**config.mk**
```make
export PLATFORM = sky130hd
export DESIGN_NAME = mem_stage_ctrl
export DESIGN_NICKNAME = d
export VERILOG_FILES = /design/src/rtl/mem_stage_ctrl.sv
export SDC_FILE = /design/constraint.sdc
export NUM_CORES = 1
export LEC_CHECK = 0
export BUFFER_PORTS_ARGS = -buffer_cell sky130_fd_sc_hd__buf_2
export CAP_MARGIN = 20
export CORE_MARGIN = 1.5
export CORE_UTILIZATION = 35
export DETAILED_ROUTE_END_ITERATION = 10
export HOLD_SLACK_MARGIN = 0.15
export PLACE_DENSITY = 0.82
export SLEW_MARGIN = 15
export SYNTH_ARGS = -nofsm -noshare
export SYNTH_HDL_FRONTEND = slang
export SYNTH_SLANG_ARGS = --single-unit
```
**constraint.sdc**
```tcl
create_clock -name CLK -period 2.2 [get_ports CLK]
set_clock_uncertainty 0.15 [all_clocks]
set_input_delay 0 -clock CLK [delete_from_list [all_inputs] [get_ports CLK]]
set_output_delay 0 -clock CLK [all_outputs]
set_load 0.02 [all_outputs]
```
**src/rtl/mem_stage_ctrl.sv**
```systemverilog
// EX/MEM pipeline sequencing controller: data-memory requests, miss freeze, control-transfer squash, sticky halt.
// Optional stall-cycle counter is built only when MEM_STALL_CNT_EN is defined; otherwise stall_cnt reads 0.
//
// state   | meaning
// --------+---------------------------------------------------------------
// RUN     | pipeline flowing; EX/MEM memory op may hit (advance) or miss
// MEMWAIT | data miss outstanding; pipeline frozen, request held until dhit
// HALTED  | halting instruction has retired; everything idle until RST

module mem_stage_ctrl #(
  parameter int CNT_W = 32
) (
  input  logic             CLK,
  input  logic             RST,
  input  logic             ex_dren,
  input  logic             ex_dwen,
  input  logic             ex_halt,
  input  logic             ex_branch,
  input  logic             ex_jtype,
  input  logic             ex_jreg,
  input  logic             ihit,
  input  logic             dhit,
  output logic             dmemREN,
  output logic             dmemWEN,
  output logic             ifid_wen,
  output logic             idex_wen,
  output logic             exmem_wen,
  output logic             memwb_wen,
  output logic             ifid_flush,
  output logic             idex_flush,
  output logic             exmem_flush,
  output logic             pc_redirect,
  output logic             halt,
  output logic [CNT_W-1:0] stall_cnt
);

  typedef enum logic [1:0] {RUN, MEMWAIT, HALTED} state_t;

  state_t state;
  logic   memop;
  logic   xfer;
  logic   adv;

  assign memop = ex_dren | ex_dwen;
  assign xfer  = ex_branch | ex_jtype | ex_jreg;

  always_comb begin
    dmemREN     = 1'b0;
    dmemWEN     = 1'b0;
    adv         = 1'b0;
    ifid_wen    = 1'b0;
    idex_wen    = 1'b0;
    exmem_wen   = 1'b0;
    memwb_wen   = 1'b0;
    ifid_flush  = 1'b0;
    idex_flush  = 1'b0;
    exmem_flush = 1'b0;
    pc_redirect = 1'b0;
    if (!RST) begin
      case (state)
        RUN: begin
          dmemREN = ex_dren;
          dmemWEN = ex_dwen;
          adv     = !memop | dhit;
        end
        MEMWAIT: begin
          dmemREN = ex_dren;
          dmemWEN = ex_dwen;
          adv     = dhit;
        end
        default: adv = 1'b0;
      endcase
    end
    if (adv) begin
      exmem_wen = 1'b1;
      memwb_wen = 1'b1;
      idex_wen  = 1'b1;
      ifid_wen  = ihit;
      if (xfer) begin
        // Squash everything younger than EX/MEM; a flushed latch never also loads.
        ifid_flush  = 1'b1;
        idex_flush  = 1'b1;
        exmem_flush = 1'b1;
        pc_redirect = 1'b1;
        ifid_wen    = 1'b0;
        idex_wen    = 1'b0;
        exmem_wen   = 1'b0;
      end else if (!ihit) begin
        idex_flush = 1'b1;
        idex_wen   = 1'b0;
      end
    end
  end

  always_ff @(posedge CLK) begin
    if (RST) begin
      state <= RUN;
    end else if (adv && ex_halt) begin
      state <= HALTED;
    end else if (state == RUN && memop && !dhit) begin
      state <= MEMWAIT;
    end else if (state == MEMWAIT && dhit) begin
      state <= RUN;
    end
  end

  assign halt = (state == HALTED) && !RST;

`ifdef MEM_STALL_CNT_EN
  logic [CNT_W-1:0] cnt_q;

  always_ff @(posedge CLK) begin
    if (RST) begin
      cnt_q <= '0;
    end else if (state != HALTED && !exmem_wen && cnt_q != {CNT_W{1'b1}}) begin
      cnt_q <= cnt_q + 1'b1;
    end
  end

  assign stall_cnt = RST ? '0 : cnt_q;
`else
  assign stall_cnt = '0;
`endif

endmodule

```
---- Yosys cells after proc, flatten, opt, wreduce, memory -nomap -nowiden ----
Cells that the tools add are included.
word-level totals
  register bits after elaboration ......... 2
  word-level logic and storage cells ...... 43
operators by class
  eq/ne operators ......................... 2
  multiplexer cells ....................... 22
  bitwise operators ....................... 4
  reduce and logical (&&, ||, !) cells .... 13
operators by type and width
  cell                                                             count
  1-bit 2-to-1 mux                                                 18
  2-bit 2-to-1 mux                                                 3
  1-bit logical AND                                                5
  1-bit OR                                                         4
  2-bit OR reduction                                               2
  1-bit logical NOT                                                3
  3-bit nonzero test                                               1
  2-bit by 1-bit == test with 1-bit output, second input constant  1
  2-bit == test, second input constant                             1
  2-bit logical NOT                                                1
  1-bit one-hot mux with 2 select lines                            1
  2-bit nonzero test                                               1

---- Longest topological paths before layout ----
Gate-level depths: netlist of run 1.
  word-level depth ........................ 7
  gate-level depth with buffers ........... 4
  depth with buffers taken out ............ 2

---- Worst setup path before layout of run 1 ----
No wires, ideal clock.
  kind .................................... register to output
  start ................................... register state[0]
  end ..................................... output port ifid_flush
  arrival time ............................ 1.697 ns
  data required time ...................... 2.050 ns
  path slack .............................. 0.353 ns
  stages on the path, launching flop included .. 4
  path buffers ............................ 1
  path through ............................ dfxtp_1 -> or3_4 -> a211oi_1 -> buf_4
between the ends
  longest elaborated chain between the ends .. 4
  elaborated cells on any way between the ends .. 5
  classes of those cells .................. eq/ne (1); mux (3); reduce/logical (1)
RTL lines
  element                                                                        line  text
  start: declaration                                                             39    state_t state;
  start signal: assignment                                                       97    state <= RUN;
  start signal: assignment                                                       99    state <= HALTED;
  start signal: assignment                                                       101   state <= MEMWAIT;
  2-bit by 1-bit == test with 1-bit output or 2-bit logical NOT (tied branches)  60    case (state)
  1-bit one-hot mux with 2 select lines *                                        60
  1-bit 2-to-1 mux *                                                             59    if (!RST) begin
  1-bit 2-to-1 mux *                                                             n/a
  end: declaration                                                               29    output logic ifid_flush,
Every way passes the cells marked *; elsewhere a longest branch is shown, timed or not.

---- Final worst setup path of run 1 ----
  start ................................... register state[0]
  end ..................................... register state[1]
between the ends
  longest elaborated chain between the ends .. 5
  elaborated cells on any way between the ends .. 11
  classes of those cells .................. eq/ne (1); mux (4); reduce/logical (6)
RTL lines
  element                                                                        line
  2-bit by 1-bit == test with 1-bit output or 2-bit logical NOT (tied branches)  60, 102, 100
  1-bit one-hot mux with 2 select lines or 1-bit logical AND (tied branches)     60, 100
  1-bit 2-to-1 mux or 1-bit logical AND (tied branches)                          59, 100
  1-bit logical AND or 2-bit 2-to-1 mux (tied branches)                          98, 100
  3-bit nonzero test (no source line) or 2-bit 2-to-1 mux (tied branches)        n/a
Several ways; a longest one is shown, not always the timed one.
A chain may end at the register's enable or synchronous reset.

==> impl_metrics.py, run 1 <==
metrics = {
    "critical_path": {
        "crit_buf_inv": 1,
        "critPathKind": "flip-flop to flip-flop",
        "r2r_end": "state[1]$_SDFFE_PP0P_",
        "endpoint_kind": "flip-flop",
        "critPathTopFamily": "buffers and inverters",
        "crit_required_ps": 2220,
        "crit_cells": 3,
        "reg2reg_from": "state[0]$_SDFFE_PP0P_",
        "rr_worst_depth": 3,
        "startpoint_type": "flip-flop",
        "cpMaxStageDelayCell": "dlygate4sd3_1",
        "cp_cell_sequence": "or4b_1 > a21oi_1 > dlygate4sd3_1",
        "r2r_setup_slack_ps": 450,
        "worstPathMaxFanout": 4,
        "slowest_delay_ps": 560,
        "arrival_ps": 1770,
    },
    "finish": {
        "nets": 97,
        "drive_gt1_frac": 0.294,
        "largest_reg_flops": 2,
        "stdcell_area_um2": 505,
        "n_antenna_cell": 0,
        "final_core_util": 0.393,
        "stdcell_count": 100,
        "synthToLayoutAreaGrowth_pct": 6.60,
        "regMostFlops": "state",
        "largestRegisters": "state (2)",
    },
    "power_and_ir_drop": {
        "p_per_area_nw_per_um2": 483,
        "total_power_mw": 0.244,
        "ir_drop_mv": 0.246,
        "leakage_nw": 0.300,
    },
    "logic_synthesis": {
        "synthesis.area_um2": 474,
        "ys_seq_elements": 2,
        "synth_cell_types": 17,
        "ys_top_cells_by_area": "buf_4 (55%), dfxtp_1 (8.4%), a2111oi_4 (5.8%)",
        "synthCells": 63,
        "synthTopCellsByCount": "buf_4 (35), inv_1 (6), a211oi_1 (3), a21oi_1 (3)",
        "postSynthAreaPerCell_um2": 7.53,
        "synth_edf_count": 0,
        "yosys.area.top_type": "buf_4",
        "synth_top_flop_cell": "dfxtp_1",
        "yosysMostFrequentCell": "buf_4",
        "ys_seq_area_frac": 0.0844,
        "synth_top_cell_area_share": 0.554,
        "synthArstFlopShare": 0,
        "ys_warn_count": 0,
    },
    "die": {
        "start_util": 0.369,
        "fp.dieW_um": 39.8,
        "fp-row-count": 13,
        "die_area_um2": 1580,
        "fp.dieH_um": 39.8,
        "core_area_um2": 1280,
        "io_pins": 53,
    },
    "drt": {
        "wl_met2_um": 359,
        "via_per_inst": 3.94,
        "drt_pre_antenna_iters": 4,
        "antenna_left": 0,
        "top_layer_used": "met4",
        "wirelength_um": 787,
        "drcViolationCount": 0,
        "detail_route.wl_per_cell_um": 7.87,
        "drtIter0Drc": 10,
        "wl_met3_um": 102,
        "wl_met1_um": 310,
        "num_vias": 394,
    },
    "status": {
        "status": "completed",
    },
    "placed_design": {
        "place_congestion": 0.590,
        "dp_hpwl_um": 635,
        "portBuffers": 20,
        "dpl_worst_slack_ps": 722,
        "place_inst": 93,
        "placed_area_um2": 443,
    },
    "grt": {
        "first_global_vias": 298,
        "grt_util_all_layers": 0.121,
        "antenna_found_initial": 0,
        "grt_max_degree": 8,
        "grt_pass1_wl_um": 1170,
        "gr-total-overflow": 0,
    },
    "cts": {
        "numCtsBuffers": 3,
        "cts_buffer_depth": 2,
        "clock-sinks": 2,
        "clk_pin_slew_ps": 30,
        "cts_tree": "yes",
        "cts_max_level": 1,
        "cts_setup_buffers": 0,
        "cts-root-buf": "clkbuf_4",
        "clk_latency_ps": 230,
    },
    "sta": {
        "setup_viol": 0,
        "setup_slack_ps": 451,
        "fin_crit_ps": 1750,
        "maxSlewViolCount": 0,
        "period_share": 0.795,
        "timing.fmax_mhz": 572,
        "fin_setup_tns_ps": 0,
        "hold_viol": 0,
        "rsz0062_at_grt": "no",
        "whs_ps": 195,
    },
    "hold_path": {
        "worstHoldPathType": "primary input to primary output",
        "min_to": "dmemREN",
        "hold_depth": 4,
        "min_from": "ex_dren",
    },
    "job": {
        "cap_violations": 0,
    },
}
[area by class of cell]
class                      instances  area [µm²]
tap                               15        18.8
clock buffer                       3        22.5
fill                             146         779
inverter                           6        22.5
sequential                         2        40.0
multi-input combinational         50         262
timing repair buffer              24         140
[kinds of logic after synthesis]
logic type             synth area share
AOI/OAI and AO/OA                 0.172
buffers and inverters             0.609
DFF                              0.0844
other                           0.00791
and+or+nand+nor                   0.127
[layout by cell type (no fill, tap or decap), types with 2 or more instances in the layout]
cell type / synthesis / final
a211oi_1: 3 / 3
a21oi_1: 3 / 3
buf_2: 0 / 20
clkbuf_4: 0 / 3
conb_1: 1 / 32
dfxtp_1: 2 / 2
dlygate4sd3_1: 0 / 4
inv_1: 6 / 6
nor2_1: 2 / 2
nor3_1: 2 / 2
[worst register-to-register path, cell delays in order (launching register included)]
cell           delay (ps)
dfxtp_1               320
or4b_1                520
a21oi_1               130
dlygate4sd3_1         560
[what timing repair did]
| action | 4_1_cts | 5_1_grt |
|---|---|---|
| resized for setup | 0 | 0 |
| hold endpoints to repair | 2 | 0 |
| endpoints found under the setup margin | 0 | 0 |
| hold buffers | 4 | 0 |
[worst max path at each step]
stage	start	to	slack (ps)
4_1_cts	state[0]$_SDFFE_PP0P_	exmem_flush	480
5_1_grt	RST	exmem_flush	340
6_report	state[0]$_SDFFE_PP0P_	state[1]$_SDFFE_PP0P_	450
3_3_place_gp	state[0]$_SDFFE_PP0P_	idex_wen	740
2_1_floorplan	state[0]$_SDFFE_PP0P_	ifid_flush	350
3_5_place_dp	state[0]$_SDFFE_PP0P_	exmem_flush	720
[per-layer routing]
layer,track usage,up-vias
met5,0,-
met4,0.103,0
met3,0.0511,2
met2,0.193,33
met1,0.120,171
li1,-,188
[report_power, final]
| part | switching (mW) | total [mW] | internal [mW] |
|---|---|---|---|
| clock | 0.0234 | 0.0837 | 0.0603 |
| combinational | 0.0884 | 0.118 | 0.0295 |
| sequential | 0.00284 | 0.0426 | 0.0398 |
| total | 0.115 | 0.244 | 0.130 |
Power figures use the tool's default switching activity.
==> run 2, diff against run 1 <==
--- a/config.mk
+++ b/config.mk
@@ -8,10 +8,10 @@
 export BUFFER_PORTS_ARGS = -buffer_cell sky130_fd_sc_hd__buf_2
 export CAP_MARGIN = 20
 export CORE_MARGIN = 1.5
-export CORE_UTILIZATION = 35
+export CORE_UTILIZATION = 33
 export DETAILED_ROUTE_END_ITERATION = 10
 export HOLD_SLACK_MARGIN = 0.15
-export PLACE_DENSITY = 0.82
+export PLACE_DENSITY = 0.78
 export SLEW_MARGIN = 15
 export SYNTH_ARGS = -nofsm -noshare
 export SYNTH_HDL_FRONTEND = slang
==> constraint.sdc (replaced) <==
create_clock -name CLK -period 1.8 [get_ports CLK]
set_clock_uncertainty 0.15 [all_clocks]
set_input_delay 0 -clock CLK [delete_from_list [all_inputs] [get_ports CLK]]
set_output_delay 0 -clock CLK [all_outputs]
set_load 0.02 [all_outputs]
==> run 2 against run 1 <==
Compared with the run above:
- register-to-register slack lost 390 ps
- worst hold slack gained 2.1 ps
- flip-flop and latch count is the same
- critical path depth is the same
- utilization shrank 0.59 points
- critical path type unchanged
==> impl_metrics.py, run 2 (synthesized netlist as in run 1, its figures left out) <==
metrics = {
    "status": {
        "status": "completed",
    },
    "placed_design": {
        "placed_area_um2": 448,
        "dp_hpwl_um": 615,
        "portBuffers": 20,
        "place_inst": 93,
        "place_congestion": 0.743,
    },
    "die": {
        "io_pins": 53,
        "fp.dieW_um": 40.9,
        "start_util": 0.360,
        "core_area_um2": 1320,
        "fp-row-count": 13,
        "fp.dieH_um": 40.9,
        "die_area_um2": 1670,
    },
    "finish": {
        "layout_common_cells": "conb_1 (32), buf_2 (20), inv_1 (6)",
        "layout_commonest_cell": "conb_1",
        "regMostFlops": "state",
        "n_antenna_cell": 0,
        "largestRegisters": "state (2)",
        "stdcell_area_um2": 510,
        "synthToLayoutAreaGrowth_pct": 7.65,
        "fillers": 149,
        "largest_reg_flops": 2,
        "nets": 97,
        "regArea_um2": 40.0,
        "multiInputGateArea_um2": 267,
        "stdcell_count": 100,
        "drive_gt1_frac": 0.306,
    },
    "cts": {
        "cts_tree": "yes",
        "numCtsBuffers": 3,
        "clk_pin_slew_ps": 30,
        "cts_resized": 0,
        "cts_setup_buffers": 0,
        "clk_latency_ps": 220,
        "cts-root-buf": "clkbuf_4",
        "cts_buffer_depth": 2,
        "clock-sinks": 2,
        "cts_max_level": 1,
    },
    "critical_path": {
        "worstPathMaxFanout": 4,
        "arrival_ps": 1750,
        "startpoint_type": "flip-flop",
        "critPathKind": "flip-flop to flip-flop",
        "crit_required_ps": 1810,
        "endpoint_kind": "flip-flop",
    },
    "sta": {
        "rsz0062_at_grt": "yes",
        "maxSlewViolCount": 0,
        "period_share": 0.964,
        "hold_viol": 0,
        "timing.fmax_mhz": 577,
        "fin_crit_ps": 1730,
        "setup_viol": 0,
        "whs_ps": 197,
    },
    "hold_path": {
        "worstHoldPathType": "primary input to primary output",
    },
    "grt": {
        "gr-total-overflow": 0,
        "antenna_found_initial": 0,
        "grt_pass1_wl_um": 938,
        "grt_util_all_layers": 0.0872,
        "grt_max_degree": 8,
        "first_global_vias": 256,
    },
    "job": {
        "cap_violations": 0,
    },
    "power_and_ir_drop": {
        "leakage_nw": 0.301,
        "p_per_area_nw_per_um2": 573,
        "ir_drop_mv": 0.372,
    },
    "drt": {
        "num_vias": 387,
        "drcViolationCount": 0,
        "via_per_inst": 3.87,
        "drt_pre_antenna_iters": 3,
        "detail_route.wl_per_cell_um": 7.65,
        "wirelength_um": 765,
        "antenna_left": 0,
        "drtIter0Drc": 3,
    },
}
## run 2: cell counts in the layout (fill, tap and decap cells not counted)
Identical to the previous run, type by type.
## run 2: power by group
part | internal (mW) | switching, mW | total, mW
clock network | 0.0733 | 0.0223 | 0.0956
registers | 0.0486 | 0.00347 | 0.0521
logic | 0.0367 | 0.108 | 0.145
total | 0.159 | 0.134 | 0.292
## run 2: timing repair
item | in CTS | in global routing
hold buffers | 4 | 0
hold endpoints to repair | 2 | 0
endpoints found under the setup margin | 0 | 2
## run 2: per-layer routing
metal  up-vias  part of all wire  global-route usage
li1        187                 -                   -
met1       168              0.41              0.0839
met2        32              0.47               0.156
met3         0              0.13              0.0489
met4         0                 0              0.0250
met5         -                 0                   0
## run 2: layout make-up
| cell class | count | area share |
|---|---|---|
| clock buffer | 3 | 0.0441 |
| inverter | 6 | 0.0441 |
| multi-input combinational | 50 | 0.522 |
| sequential | 2 | 0.0784 |
| tap | 15 | 0.0368 |
| timing repair buffer | 24 | 0.275 |
## run 2: final timing paths
check	from	endpoint	slack, ps	cells after the start
setup / recovery	state[0]$_SDFFE_PP0P_	state[1]$_SDFFE_PP0P_	70	3
hold / removal	ex_dren	dmemREN	200	4
setup reg to reg	state[0]$_SDFFE_PP0P_	state[1]$_SDFFE_PP0P_	70	3
hold reg to reg	state[0]$_SDFFE_PP0P_	state[0]$_SDFFE_PP0P_	910	3
## run 2: through the flow
step,TNS [ps],setup WS [ps],util,total power [mW]
6_report,0,65.5,0.387,0.292
3_5_place_dp,0,321,0.340,0.187
5_1_grt,-8.83,-6.31,0.387,0.316
2_1_floorplan,0,180,-,0.216
3_3_place_gp,0,349,0.340,0.186
4_1_cts,0,70.4,0.387,0.299
## run 2: worst max-delay path: stages (launching register included)
cell           delay, ps
dfxtp_1              320
or4b_1               520
a21oi_1              140
dlygate4sd3_1        550
==> run 3, diff against run 2 <==
--- a/config.mk
+++ b/config.mk
@@ -12,6 +12,7 @@
 export DETAILED_ROUTE_END_ITERATION = 10
 export HOLD_SLACK_MARGIN = 0.15
 export PLACE_DENSITY = 0.78
+export RECOVER_POWER = 25
 export SLEW_MARGIN = 15
 export SYNTH_ARGS = -nofsm -noshare
 export SYNTH_HDL_FRONTEND = slang
==> run 3 against run 2 <==
Compared with the run above:
- via count unchanged
- worst hold slack unchanged
- die area unchanged
- first-iteration DRC count unchanged
- critical path type unchanged
- clock-buffer cell count unchanged
- global-route usage unchanged
- worst setup slack about the same
- design area down 0.25%
- flip-flop and latch count unchanged
==> impl_metrics.py, run 3 (synthesized netlist as in run 1, its figures left out) <==
metrics = {
    "critical_path": {
        "worstPathMaxFanout": 4,
        "arrival_ps": 1750,
        "crit_required_ps": 1810,
        "endpoint_kind": "flip-flop",
        "cpMaxStageDelayCell": "dlygate4sd3_1",
        "slowest_delay_ps": 550,
        "startpoint_type": "flip-flop",
        "critPathKind": "flip-flop to flip-flop",
        "rr_worst_depth": 3,
        "cp_cell_sequence": "or4b_1 > a21oi_1 > dlygate4sd3_1",
    },
    "cts": {
        "cts_resized": 0,
        "clock-sinks": 2,
        "cts-root-buf": "clkbuf_4",
        "cts_tree": "yes",
        "cts_max_level": 1,
        "numCtsBuffers": 3,
        "clk_pin_slew_ps": 30,
        "clk_latency_ps": 220,
        "cts_buffer_depth": 2,
    },
    "grt": {
        "grt_util_all_layers": 0.0872,
        "grt_pass1_wl_um": 938,
        "grt_max_degree": 8,
        "first_global_vias": 256,
        "antenna_found_initial": 0,
        "gr-total-overflow": 0,
    },
    "finish": {
        "layout_commonest_cell": "conb_1",
        "nets": 97,
        "synthToLayoutAreaGrowth_pct": 7.39,
        "drive_gt1_frac": 0.294,
        "fillers": 147,
        "regMostFlops": "state",
        "regArea_um2": 40.0,
        "largestRegisters": "state (2)",
        "layout_common_cells": "conb_1 (32), buf_2 (19), inv_1 (6)",
        "multiInputGateArea_um2": 267,
        "n_antenna_cell": 0,
        "largest_reg_flops": 2,
    },
    "drt": {
        "via_per_inst": 3.87,
        "num_vias": 387,
        "drcViolationCount": 0,
        "detail_route.wl_per_cell_um": 7.63,
        "wirelength_um": 763,
        "drtIter0Drc": 3,
        "antenna_left": 0,
        "drt_pre_antenna_iters": 3,
    },
    "placed_design": {
        "portBuffers": 20,
        "dp_hpwl_um": 615,
        "place_congestion": 0.743,
    },
    "sta": {
        "period_share": 0.964,
        "whs_ps": 197,
        "fin_setup_tns_ps": 0,
        "setup_viol": 0,
        "hold_viol": 0,
        "maxSlewViolCount": 0,
        "fin_crit_ps": 1730,
        "rsz0062_at_grt": "yes",
        "timing.fmax_mhz": 577,
    },
    "job": {
        "cap_violations": 0,
    },
    "power_and_ir_drop": {
        "ir_drop_mv": 0.372,
        "p_per_area_nw_per_um2": 574,
        "leakage_nw": 0.297,
        "total_power_mw": 0.292,
    },
    "die": {
        "die_area_um2": 1670,
        "io_pins": 53,
        "fp-row-count": 13,
        "fp.dieH_um": 40.9,
        "fp.dieW_um": 40.9,
        "core_area_um2": 1320,
        "start_util": 0.360,
    },
    "status": {
        "status": "completed",
    },
    "hold_path": {
        "hold_depth": 4,
        "worstHoldPathType": "primary input to primary output",
    },
}
run 3: cell types whose count changed in the layout (fill, tap and decap cells not counted):
cell | previous run | this run
buf_2 | 20 | 19
clkbuf_1 | 0 | 1
run 3: final timing paths:
path	from	slack [ps]	end
max reg2reg	state[0]$_SDFFE_PP0P_	70	state[1]$_SDFFE_PP0P_
min	ex_dren	200	dmemREN
max	state[0]$_SDFFE_PP0P_	70	state[1]$_SDFFE_PP0P_
min reg2reg	state[0]$_SDFFE_PP0P_	910	state[0]$_SDFFE_PP0P_
run 3: layout make-up:
type,instances,share of cell area
clock buffer,3,0.0442
inverter,6,0.0442
multi-input combinational,50,0.523
sequential,2,0.0786
tap,15,0.0369
timing repair buffer,24,0.273
run 3: per-layer routing:
| layer | global-route usage | share of wire | up-vias |
|---|---|---|---|
| li1 | - | - | 187 |
| met1 | 0.0839 | 0.40 | 168 |
| met2 | 0.156 | 0.47 | 32 |
| met3 | 0.0489 | 0.13 | 0 |
| met4 | 0.0250 | 0 | 0 |
| met5 | 0 | 0 | - |
run 3: timing repair:
item	4_1_cts	5_1_grt
endpoints found under the hold margin	2	0
setup endpoints to repair	0	2
setup buffers	0	0
hold buffers	4	0
run 3: critical path, delay by kind of cell, from the launching register on:
family	cells	cell delay (ps)
compound gates	1	140
simple gates	1	520
buf+inv	1	550
flops	1	320
run 3: power by group:
group	total [mW]	internal, mW	switching [mW]	leakage (nW)
Sequential	0.0521	0.0486	0.00347	0.0166
Clock	0.0956	0.0733	0.0223	0.0138
Combinational	0.144	0.0364	0.108	0.267
run 3: stage by stage:
stage / setup slack, ps / area, µm² / cells / util
6_report: 65.5 / 509 / 100 / 0.387
5_1_grt: -6.31 / 509 / 100 / 0.387
4_1_cts: 70.4 / 510 / 100 / 0.387
3_5_place_dp: 321 / 448 / 93 / 0.340
3_3_place_gp: 349 / 448 / 93 / 0.340
2_1_floorplan: 180 / 596 / 94 / -
